### src/rtl/swervolf_board_io.sv
// swervolf_board_io: board-pin front end with debounced switches, PWM-dimmed LEDs and an idle-safe UART TX mux.
module swervolf_board_io #(
    parameter int SW_WIDTH        = 16,
    parameter int LED_WIDTH       = 16,
    parameter int DEBOUNCE_CYCLES = 50000,
    parameter int PWM_BITS        = 4,
    parameter int UART_SRCS       = 2,
    localparam int SEL_W          = (UART_SRCS > 1) ? $clog2(UART_SRCS) : 1
) (
    input  logic                 i_clk,
    input  logic                 i_rst,
    input  logic [SW_WIDTH-1:0]  i_sw,
    output logic [SW_WIDTH-1:0]  o_sw,
    output logic [SW_WIDTH-1:0]  o_sw_rise,
    output logic [SW_WIDTH-1:0]  o_sw_fall,
    input  logic [LED_WIDTH-1:0] i_led,
    input  logic [PWM_BITS-1:0]  i_led_bright,
    output logic [LED_WIDTH-1:0] o_led,
    input  logic [UART_SRCS-1:0] i_uart_tx,
    input  logic [SEL_W-1:0]     i_uart_sel,
    output logic                 o_uart_tx,
    output logic [SEL_W-1:0]     o_uart_cur
);
    localparam int CNT_W = $clog2(DEBOUNCE_CYCLES);
    localparam logic [CNT_W-1:0] CNT_MAX = CNT_W'(DEBOUNCE_CYCLES - 1);

    logic [SW_WIDTH-1:0] sw_s1_q, sw_s2_q, sw_q, sw_dly_q, rise_q, fall_q;

    always_ff @(posedge i_clk) begin
        if (i_rst) begin
            sw_s1_q  <= '0;
            sw_s2_q  <= '0;
            sw_dly_q <= '0;
            rise_q   <= '0;
            fall_q   <= '0;
        end else begin
            sw_s1_q  <= i_sw;
            sw_s2_q  <= sw_s1_q;
            sw_dly_q <= sw_q;
            rise_q   <= sw_q & ~sw_dly_q;
            fall_q   <= ~sw_q & sw_dly_q;
        end
    end

    genvar g;
    generate
        for (g = 0; g < SW_WIDTH; g++) begin : g_deb
            logic [CNT_W-1:0] cnt_q, cnt_d;
            logic             sw_d;
            // Any sample that agrees with the accepted state restarts the stability count.
            always_comb begin
                cnt_d = (sw_s2_q[g] == sw_q[g]) ? '0 : (cnt_q == CNT_MAX) ? '0 : cnt_q + 1'b1;
                sw_d  = (sw_s2_q[g] != sw_q[g] && cnt_q == CNT_MAX) ? sw_s2_q[g] : sw_q[g];
            end
            always_ff @(posedge i_clk) begin
                if (i_rst) begin
                    cnt_q   <= '0;
                    sw_q[g] <= 1'b0;
                end else begin
                    cnt_q   <= cnt_d;
                    sw_q[g] <= sw_d;
                end
            end
        end
    endgenerate

    logic [PWM_BITS-1:0]  pwm_q, bright_q;
    logic [LED_WIDTH-1:0] led_q, led_out_q;
    logic                 gate;

    // All-ones needs its own case so full brightness is truly constant-on.
    always_comb gate = (bright_q == '0) ? 1'b0 : (&bright_q) ? 1'b1 : (pwm_q < bright_q);

    always_ff @(posedge i_clk) begin
        if (i_rst) begin
            pwm_q     <= '0;
            bright_q  <= '0;
            led_q     <= '0;
            led_out_q <= '0;
        end else begin
            pwm_q     <= pwm_q + 1'b1;
            bright_q  <= (&pwm_q) ? i_led_bright : bright_q;
            led_q     <= i_led;
            led_out_q <= led_q & {LED_WIDTH{gate}};
        end
    end

    typedef enum logic {IDLE_LOCK, PENDING} state_e;
    state_e           state_q;
    logic [SEL_W-1:0] req, cur_q;
    logic             tx_q, both_idle;

    always_comb begin
        req       = ({1'b0, i_uart_sel} >= (SEL_W + 1)'(UART_SRCS)) ? '0 : i_uart_sel;
        both_idle = i_uart_tx[cur_q] & i_uart_tx[req];
    end

    // The request is re-read every cycle while pending, so a retarget needs no extra state.
    always_ff @(posedge i_clk) begin
        if (i_rst) begin
            state_q <= IDLE_LOCK;
            cur_q   <= '0;
            tx_q    <= 1'b1;
        end else begin
            tx_q <= i_uart_tx[cur_q];
            case (state_q)
                IDLE_LOCK: state_q <= (req != cur_q) ? PENDING : IDLE_LOCK;
                PENDING: begin
                    if (req == cur_q) begin
                        state_q <= IDLE_LOCK;
                    end else if (both_idle) begin
                        cur_q   <= req;
                        state_q <= IDLE_LOCK;
                    end
                end
            endcase
        end
    end

    assign o_sw       = sw_q;
    assign o_sw_rise  = rise_q;
    assign o_sw_fall  = fall_q;
    assign o_led      = led_out_q;
    assign o_uart_tx  = tx_q;
    assign o_uart_cur = cur_q;
endmodule

### config.mk
export PLATFORM = sky130hd
export DESIGN_NAME = swervolf_board_io
export DESIGN_NICKNAME = d
export VERILOG_FILES = /design/src/rtl/swervolf_board_io.sv
export SDC_FILE = /design/constraint.sdc
export NUM_CORES = 1
export LEC_CHECK = 0
export BUFFER_PORTS_ARGS = -buffer_cell sky130_fd_sc_hd__buf_2
export CAP_MARGIN = 30
export CORE_AREA = 2 2 161 163
export CTS_BUF_LIST = sky130_fd_sc_hd__clkbuf_4 sky130_fd_sc_hd__clkbuf_8
export CTS_CLUSTER_SIZE = 12
export DETAILED_ROUTE_END_ITERATION = 12
export DIE_AREA = 0 0 163 165
export PLACE_DENSITY = 0.88
export SLEW_MARGIN = 20
export SYNTH_ARGS = -nofsm -noshare
export SYNTH_HDL_FRONTEND = slang
export SYNTH_SLANG_ARGS = --single-unit
### constraint.sdc
create_clock -name i_clk -period 6.1 [get_ports i_clk]
set_input_delay 1.22 -clock i_clk [delete_from_list [all_inputs] [get_ports i_clk]]
set_output_delay 1.22 -clock i_clk [all_outputs]
set_load 0.1 [all_outputs]
==> impl_metrics.py, run 1 <==
metrics = {
    "status": {
        "status": "complete, no violations",
    },
    "worst_setup_path": {
        "critPathTopFamily": "buffers and inverters",
        "arrival_ps": 1580,
        "path_buf_inv": 1,
        "cp_slowest_cell": "buf_2",
        "start_kind": "flip-flop",
        "path_cells": "buf_2",
        "crit_path_end_kind": "output pin",
        "worst-path-max-fanout": 5,
        "crit_path_max_incr_delay_ps": 500,
        "critPathKind": "reg2out",
        "cp.required_ps": 4880,
    },
    "power": {
        "total_power_w": 0.00507,
        "p_per_area_nw_per_um2": 290,
        "p_leak_nw": 5.89,
        "max-vdd-ir-drop_uv": 192,
    },
    "floorplan": {
        "fp.dieW_um": 163,
        "rows": 58,
        "start_util": 0.612,
        "ioPinCount": 107,
        "die_h_um": 165,
        "die-area_um2": 26900,
        "core_area_um2": 25000,
    },
    "synth": {
        "synth_cell_types": 40,
        "synth_common_cells": "dfxtp_1 (395), nor2_1 (317), xnor2_1 (211), nand3_1 (85), nor2b_1 (85)",
        "synth.top_cells.by_area": "dfxtp_1 (52%), xnor2_1 (12%), nor2_1 (7.8%), nor2b_1 (3.5%), nor4_1 (2.9%)",
        "yosys.cell_count.top_type": "dfxtp_1",
        "yosysTopAreaCell": "dfxtp_1",
        "yosysWarnings": 0,
        "async_flop_share": 0,
        "synthFlopType": "dfxtp_1",
        "syn-cell-area_um2": 15300,
        "synthDominantCellAreaShare": 0.516,
        "synthCells": 1635,
        "yosysSeqAreaShare": 0.516,
        "synth-edff-count": 0,
        "ys_ff_latch": 395,
        "syn_nets": 1696,
        "syn_area_per_cell_um2": 9.37,
    },
    "sta": {
        "tightest_slew_ps": 829,
        "finalCriticalPeriod_ps": 2800,
        "skew_ps": 13.8,
        "hold_violations": 0,
        "rsz0062_at_grt": "false",
        "clock.fmax_ghz": 0.357,
        "setup_viol": 0,
        "finalSetupTns_ps": 0,
        "relSlewSlack": 0.447,
        "period_share": 0.459,
        "fin_ws_ps": 3300,
        "slew_violations": 0,
    },
    "routing": {
        "dr.pass1.iters": 5,
        "wl_per_cell_um": 13.4,
        "drt_iter0_drc": 804,
        "routed_wl_mm": 28.8,
        "vias": 11516,
        "ant_nets": 0,
        "viasPerCell": 5.37,
        "post-route-drc-count": 0,
    },
    "global_routing": {
        "antenna_found_initial": 0,
        "gr-usage-all-layers": 0.215,
        "grt-ovfl-total": 0,
        "grt_max_degree": 83,
        "grt_pass1_vias": 11284,
        "grt_pass1_wl_mm": 49.4,
    },
    "placement": {
        "dpl_worst_slack_ps": 2810,
        "routabilityCongestion": 0.846,
        "dp_hpwl_mm": 18.9,
        "portBuffers": 106,
    },
    "layout": {
        "syn2layout_area_growth_pct": 14.2,
        "antennaDiodeCount": 0,
        "nets": 1828,
        "layout-drive-gt1-share": 0.125,
        "post-route-util": 0.699,
    },
    "clocking": {
        "clk_pin_slew_ps": 60,
        "numCtsBuffers": 61,
        "clock_path_buffers": 3,
        "holdBufCountCts": 0,
        "clock-root-buffer": "clkbuf_8",
        "htreeDepth": 2,
        "cts_sinks": 395,
        "clock_latency_ps": 590,
        "cts_tree": "built",
        "cts_resized": 0,
        "post_cts.repair.setup_buffers": 0,
    },
    "run": {
        "drv_cap": 0,
    },
    "hold_path": {
        "hold_path_class": "reg2reg",
    },
}
-- layout make-up --
cell class                      count  area (µm²)
Multi-Input combinational cell   1143        7020
Timing Repair Buffer              108         548
Inverter                           58         218
Clock inverter                     11         113
Clock buffer                       99        1270
Tap cell                          330         413
Sequential cell                   395        7910
Fill cell                        1800        7550
-- final timing paths --
| kind | start | endpoint | slack (ps) | cells after the start |
|---|---|---|---|---|
| worst min-delay path | sw_dly_q[14] | o_sw_rise[14] | 400 | 1 |
| worst max register to register | g_deb[14].cnt_q[0] | g_deb[14].cnt_q[11] | 3860 | 5 |
| worst max-delay path | o_sw[11] | o_sw[11] | 3300 | 1 |
| worst min register to register | sw_dly_q[14] | o_sw_rise[14] | 400 | 1 |
-- where the power goes --
part	internal (W)	total (W)	switching, W
Clock	0.00140	0.00238	0.000988
Combinational	0.0000285	0.0000726	0.0000441
Sequential	0.00260	0.00261	0.0000106
Total	0.00403	0.00507	0.00104
-- metal layers --
metal	track usage	vias up	share of wire
met5	0	-	0
met4	0.0756	0	0.022
met1	0.252	5434	0.43
met3	0.0387	55	0.039
li1	-	5810	-
met2	0.395	217	0.51
-- metrics by stage --
step	std cells	instance area [µm²]	hold WS (ps)
6_report	2144	17500	401
2_1_floorplan	1635	15300	383
3_5_place_dp	2034	16100	393
5_1_grt	2144	17500	406
3_3_place_gp	2034	16100	388
4_1_cts	2144	17500	400
-- state kept, by name, summed over array words and instances (netlist names) --
| signal | cells |
|---|---|
| o_uart_cur | 1 |
| o_sw | 16 |
| g_deb.cnt_q | 256 |
| sw_s1_q | 16 |
| o_sw_fall | 16 |
| o_uart_tx | 1 |
| o_led | 16 |
| led_q | 16 |
| state_q | 1 |
| bright_q | 4 |
| sw_dly_q | 16 |
| o_sw_rise | 16 |
| pwm_q | 4 |
| sw_s2_q | 16 |
-- layout by cell type (no fill, tap or decap), types with 2 or more instances in the layout --
cell type and instances:
ha_1 20, nand4b_1 4, nor3b_1 16, clkinv_2 7
nor4bb_1 9, nand3_1 85, nand2b_1 3, and4b_1 4
a211o_1 3, xnor2_1 211, a21oi_1 5, nand2_1 59
o21ai_0 4, or4bb_1 8, clkbuf_4 15, bufinv_16 2
nor2_1 317, mux2_2 2, mux2i_1 18, or4_1 14
nor2b_1 85, nor3_1 58, nand4_1 59, or2_2 3
inv_1 58, clkbuf_8 84, buf_4 3, nor4_1 71
o31ai_1 2, or3_1 8, xor2_1 28, buf_2 105
and3_1 19, nor4b_1 7, a21boi_0 16, dfxtp_1 395
-- kinds of logic after synthesis --
group | count (synthesis) | share of synthesized area
compound gates | 32 | 0.0146
fa+ha+maj | 20 | 0.0163
flops | 395 | 0.516
buf+inv | 97 | 0.0250
simple gates | 832 | 0.278
mux | 20 | 0.0132
xor+xnor | 239 | 0.137
Note: power is estimated with default switching activity, not from simulation.
==> run 2, diff against run 1 <==
ABC_AREA = 1   (was not set)
CORE_AREA = 2 2 178 180   (was 2 2 161 163)
DIE_AREA = 0 0 180 182   (was 0 0 163 165)
PLACE_DENSITY = 0.86   (was 0.88)
clock period = 2.45 ns   (was 6.1 ns; I/O delays follow)
==> run 2 against run 1 <==
Global-route usage hardly changed. Non-clock buffer count up 2. Wire length grew 24%. Synthesized cell count grew 50%. Clock skew up 13 ps. Critical path type unchanged. Area after synthesis up 13%. Combinational power rose to 3.4 times the previous value. Highest routed layer is now met5. Via count up 35%. Clock-buffer cell count fell by 12. Largest cell class is now multi-input gates. Hold slack got worse by 310 ps. Cell count grew 42%. Total power rose to 2.6 times the previous value.
==> impl_metrics.py, run 2 <==
metrics = {
    "worst_setup_path": {
        "reg2reg_to": "o_led[15]",
        "crit_path_max_incr_delay_ps": 470,
        "crit_path_end_kind": "output pin",
        "rrSetupSlack_ps": 780,
        "r2r_start": "bright_q[3]",
        "start_kind": "flip-flop",
        "arrival_ps": 1490,
        "cp_slowest_cell": "buf_2",
        "critPathTopFamily": "buffers and inverters",
        "cp.required_ps": 1960,
        "path_buf_inv": 1,
        "r2r_cells": 7,
        "path_cells": "buf_2",
        "critPathKind": "reg2out",
        "worst-path-max-fanout": 7,
    },
    "global_routing": {
        "grt_max_degree": 101,
        "antenna_found_initial": 1,
        "grt_pass1_vias": 14656,
        "grt_pass1_wl_mm": 61.8,
        "gr-usage-all-layers": 0.216,
        "grt-ovfl-total": 0,
    },
    "floorplan": {
        "core_area_um2": 31000,
        "fp.dieW_um": 180,
        "die-area_um2": 32800,
        "die_h_um": 182,
        "start_util": 0.561,
        "ioPinCount": 107,
        "rows": 65,
    },
    "synth": {
        "ys_ff_latch": 395,
        "yosysTopAreaCell": "dfxtp_1",
        "async_flop_share": 0,
        "synth-edff-count": 0,
        "yosys.area_share.adder": 0.0144,
        "syn_nets": 2516,
        "syn-cell-area_um2": 17400,
        "syn_area_per_cell_um2": 7.08,
        "muxShareOfSynthArea": 0,
        "yosys.cell_count.top_type": "nor2_1",
        "yosysSeqAreaShare": 0.455,
        "synthFlopType": "dfxtp_1",
        "synth_compound_gate_area_share": 0.0676,
        "synth_common_cells": "nor2_1 (529), nand2_1 (506), dfxtp_1 (395), inv_1 (317), nand3_1 (175)",
        "synth.top_cells.by_area": "dfxtp_1 (46%), nor2_1 (11%), nand2_1 (11%), inv_1 (6.8%), nand3_1 (5.0%)",
        "yosys.area_share.simple": 0.337,
        "synth_top_family_by_area": "simple AND/OR/NAND/NOR gates",
        "synthCells": 2455,
        "synthDominantCellAreaShare": 0.455,
        "synth_cell_types": 26,
        "yosysWarnings": 0,
        "synth_xor_area_frac": 0.0413,
    },
    "layout": {
        "antennaDiodeCount": 0,
        "multi_input_area_um2": 8000,
        "final_common_cell": "nor2_1",
        "syn2layout_area_growth_pct": 13.2,
        "layout_common_cells": "nor2_1 (529), nand2_1 (506), dfxtp_1 (395)",
        "layout.cells.non_filler": 3048,
        "nets": 2655,
        "regArea_um2": 7910,
        "layout-drive-gt1-share": 0.119,
        "regMostFlops": "g_deb.cnt_q",
        "fillCellCount": 2658,
        "largest_reg_flops": 256,
    },
    "sta": {
        "relSlewSlack": 0.593,
        "rsz0062_at_grt": "false",
        "worst_hold_slack_ps": 93.6,
        "finalSetupTns_ps": 0,
        "fin_ws_ps": 467,
        "finalCriticalPeriod_ps": 1980,
        "setup_viol": 0,
        "slew_violations": 0,
        "skew_ps": 26.4,
        "clock.fmax_ghz": 0.504,
        "period_share": 0.809,
        "hold_violations": 0,
        "tightest_slew_ps": 609,
    },
    "placement": {
        "routabilityCongestion": 0.896,
        "dp_hpwl_mm": 25.6,
        "portBuffers": 106,
        "place_inst": 2934,
        "dpl_worst_slack_ps": 632,
    },
    "run": {
        "drv_cap": 0,
    },
    "power": {
        "max-vdd-ir-drop_uv": 438,
        "p_per_area_nw_per_um2": 667,
        "p_leak_nw": 7.04,
    },
    "routing": {
        "vias": 15536,
        "dr.pass1.iters": 5,
        "ant_nets": 0,
        "viasPerCell": 5.10,
        "wl_per_cell_um": 11.7,
        "routed_wl_mm": 35.7,
        "drt_iter0_drc": 839,
        "post-route-drc-count": 0,
    },
    "clocking": {
        "clock-root-buffer": "clkbuf_8",
        "cts_sinks": 395,
        "cts_resized": 0,
        "holdBufCountCts": 0,
        "clk_pin_slew_ps": 70,
        "post_cts.repair.setup_buffers": 0,
        "numCtsBuffers": 60,
        "htreeDepth": 2,
        "clock_latency_ps": 600,
        "cts_tree": "built",
        "clock_path_buffers": 3,
    },
    "hold_path": {
        "hold_start": "i_sw[14]",
        "hold_path_class": "in2reg",
        "hold_depth": 3,
        "hold_end": "sw_s1_q[14]",
    },
    "status": {
        "status": "complete, no violations",
    },
}
## run 2: cell types whose count changed after synthesis, moves of 22 or more
cell,previous run,this run
nor2_1,317,529
nor2_2,0,22
xor2_1,28,54
a21oi_1,5,136
nand3_1,85,175
nor4_1,71,0
o21ai_0,4,46
a21oi_2,0,23
xnor2_1,211,28
nor2b_1,85,0
nor3_1,58,23
nand2_1,59,506
nand4_1,59,85
inv_1,58,317
## run 2: routing by layer
metal / GRT usage / vias to the layer above / routed length, µm / part of all wire
met1: 0.263 / 7080 / 16100 / 0.45
met2: 0.388 / 366 / 17000 / 0.48
met4: 0.0670 / 2 / 720 / 0.020
met5: 0 / - / 13 / 0.00036
met3: 0.0367 / 74 / 1840 / 0.052
li1: - / 8014 / - / -
## run 2: cells by family (layout without fill, tap and decap cells)
| kind of cell | Yosys count | in the layout |
|---|---|---|
| simple gates | 1386 | 1386 |
| compound gates | 216 | 216 |
| xor+xnor | 82 | 82 |
| flops | 395 | 395 |
| buf+inv | 356 | 547 |
| fa+ha+maj | 20 | 20 |
## run 2: worst reg2reg max path: cells and delay by family, from the launching register on
family,cells,cell delay (ps)
simple gates,4,740
flops,1,320
fa+ha+maj,1,290
compound gates,1,160
buf+inv,1,70
## run 2: cell type report
type,count,area share
tap,402,0.0256
clock inverter,27,0.0174
timing repair buffer,110,0.0293
clock buffer,87,0.0574
inverter,323,0.0616
sequential,395,0.402
multi-input combinational,1704,0.407
## run 2: stage by stage
stage | instance area (µm²) | utilization | power [W]
after floorplan | 17400 | - | 0.00681
after global routing | 19700 | 0.635 | 0.0136
after detailed placement | 18200 | 0.587 | 0.00689
after global placement | 18200 | 0.587 | 0.00688
final | 19700 | 0.635 | 0.0131
after CTS | 19700 | 0.635 | 0.0132
## run 2: worst max-delay path by stage
stage	start	endpoint	slack, ps	cells past startpoint
after floorplan	o_sw[15]	g_deb[15].cnt_q[8]	570	6
after global placement	i_rst	g_deb[10].cnt_q[4]	710	7
after detailed placement	i_rst	g_deb[7].cnt_q[15]	630	7
after CTS	o_uart_cur	o_uart_cur	440	1
after global routing	o_uart_cur	o_uart_cur	400	1
final	o_uart_cur	o_uart_cur	470	1
## run 2: where the power goes
group | internal, W | switching, W
Clock | 0.00382 | 0.00254
Combinational | 0.0000776 | 0.000166
Sequential | 0.00648 | 0.0000266
==> run 3, diff against run 2 <==
clock period = 1.7 ns   (was 2.45 ns; I/O delays follow)
==> run 3 against run 2 <==
Design area is 2.7% higher. Flip-flop and latch count unchanged. Clock power rose by 41%. Die area unchanged. Worst setup slack got worse by 440 ps. Global-route usage increased by 1.4 points. Cell count rose by 1.4%. Via count rose by 2.0%. Core utilization is 1.7 points higher. Register-to-register slack got worse by 680 ps. Total power grew 43%. Sequential power grew 44%. Critical endpoint is now o_sw_fall[11]. Largest cell class unchanged. Largest power group unchanged.
==> impl_metrics.py, run 3 (same netlist as run 2, synthesis figures left out) <==
metrics = {
    "power": {
        "clockPowerShare": 0.478,
        "p_int_w": 0.0146,
        "power.switching_w": 0.00417,
        "pwr-share-comb": 0.023,
        "p_leak_nw": 7.21,
        "p_seq_frac": 0.499,
        "total_power_w": 0.0188,
        "swShare": 0.222,
        "p_per_area_nw_per_um2": 931,
        "max-vdd-ir-drop_uv": 817,
    },
    "routing": {
        "drt_iter0_drc": 914,
        "post-route-drc-count": 0,
        "vias": 15840,
        "ant_nets": 0,
        "routed_wl_mm": 38.4,
        "dr.pass1.iters": 6,
        "viasPerCell": 5.12,
        "wl_per_cell_um": 12.4,
    },
    "clocking": {
        "cts_tree": "built",
        "numCtsBuffers": 66,
        "cts_sinks": 395,
        "clock-root-buffer": "clkbuf_8",
        "htreeDepth": 3,
        "post_cts.repair.setup_buffers": 0,
        "clock_path_buffers": 3,
        "clock_latency_ps": 600,
        "clk_pin_slew_ps": 80,
    },
    "placement": {
        "routabilityCongestion": 0.914,
        "portBuffers": 106,
        "dpl_worst_slack_ps": 123,
        "dp_hpwl_mm": 25.6,
    },
    "run": {
        "drv_cap": 0,
    },
    "worst_setup_path": {
        "path_cells": "buf_4",
        "r2r_start": "g_deb[12].cnt_q[0]",
        "cp.required_ps": 1360,
        "start_kind": "flip-flop",
        "path_buf_inv": 1,
        "critPathKind": "reg2out",
        "crit_path_end_kind": "output pin",
        "crit_path_max_incr_delay_ps": 400,
        "startpoint": "o_sw_fall[11]",
        "cp_slowest_cell": "dfxtp_1",
        "worst-path-max-fanout": 1,
        "critPathTopFamily": "flip-flops",
        "arrival_ps": 1330,
    },
    "layout": {
        "regMostFlops": "g_deb.cnt_q",
        "antennaDiodeCount": 0,
        "layout_common_cells": "nor2_1 (529), nand2_1 (506), dfxtp_1 (378)",
        "largest_reg_flops": 256,
        "layout-drive-gt1-share": 0.128,
        "syn2layout_area_growth_pct": 16.2,
        "nets": 2700,
        "final_common_cell": "nor2_1",
        "regArea_um2": 7930,
        "post-route-util": 0.652,
        "fillCellCount": 2492,
        "multi_input_area_um2": 8020,
    },
    "global_routing": {
        "grt_pass1_vias": 15209,
        "grt_pass1_wl_mm": 65.7,
        "gr-usage-all-layers": 0.230,
        "antenna_found_initial": 0,
        "grt-ovfl-total": 0,
        "grt_max_degree": 54,
    },
    "sta": {
        "finalCriticalPeriod_ps": 1670,
        "slew_violations": 0,
        "fin_ws_ps": 31.6,
        "finalSetupTns_ps": 0,
        "skew_ps": 53.5,
        "period_share": 0.981,
        "worst_hold_slack_ps": 48.8,
        "relSlewSlack": 0.668,
        "setup_viol": 0,
        "tightest_slew_ps": 492,
        "clock.fmax_ghz": 0.599,
        "hold_violations": 0,
    },
    "floorplan": {
        "die_h_um": 182,
        "die-area_um2": 32800,
        "fp.dieW_um": 180,
        "rows": 65,
        "core_area_um2": 31000,
        "ioPinCount": 107,
        "start_util": 0.561,
    },
    "hold_path": {
        "hold_path_class": "in2reg",
        "hold_start": "i_led_bright[0]",
    },
    "status": {
        "status": "complete, no violations",
    },
}
-- run 3: changes by cell type in the layout (fill, tap and decap cells not counted), moves of 4 or more --
cell	before	now
buf_2	105	63
buf_4	4	29
bufinv_16	8	1
clkbuf_4	11	39
clkbuf_8	76	86
clkinv_2	16	8
dfxtp_1	395	378
dfxtp_2	0	17
dlygate4sd3_1	0	32
inv_6	0	4
nand2_2	19	15
nand2_4	0	4
-- run 3: routing by layer --
metal,GRT usage,vias to the layer above,wire length (µm)
met1,0.278,7239,16800
met4,0.0748,0,964
met2,0.413,404,18700
met3,0.0419,88,1920
met5,0,-,0
li1,-,8109,-
-- run 3: stage by stage --
stage | area, µm² | instances
after floorplan | 17400 | 2455
after global placement | 18300 | 2941
after detailed placement | 18300 | 2941
after CTS | 20100 | 3092
after global routing | 20200 | 3092
final | 20200 | 3092
-- run 3: final cells by class --
class	count	area share
clock buffer	103	0.0649
sequential	395	0.393
inverter	323	0.0600
clock inverter	16	0.00694
tap	402	0.0249
timing repair buffer	149	0.0534
multi-input combinational	1704	0.397
-- run 3: final timing paths --
| path | end | slack (ps) | cells after the start |
|---|---|---|---|
| worst max-delay path | o_sw_fall[11] | 30 | 1 |
| worst min register to register | sw_s2_q[14] | 400 | 2 |
| worst max register to register | g_deb[12].cnt_q[4] | 100 | 6 |
| worst min-delay path | bright_q[0] | 50 | 3 |
-- run 3: power by group through the flow --
stage | combinational [W] | clock (W) | sequential, W
finish | 0.000439 | 0.00899 | 0.00937
floorplan | 0.000234 | 0 | 0.00959
global placement | 0.000356 | 0 | 0.00957
CTS | 0.000428 | 0.00917 | 0.00937
detailed placement | 0.000367 | 0 | 0.00958
global route | 0.000490 | 0.00960 | 0.00938
-- run 3: timing repair --
| action | in CTS | in global routing |
|---|---|---|
| resized for setup | 20 | 26 |
| hold buffers | 32 | 0 |
| endpoints found under the setup margin | 20 | 50 |
| hold endpoints to repair | 32 | 0 |
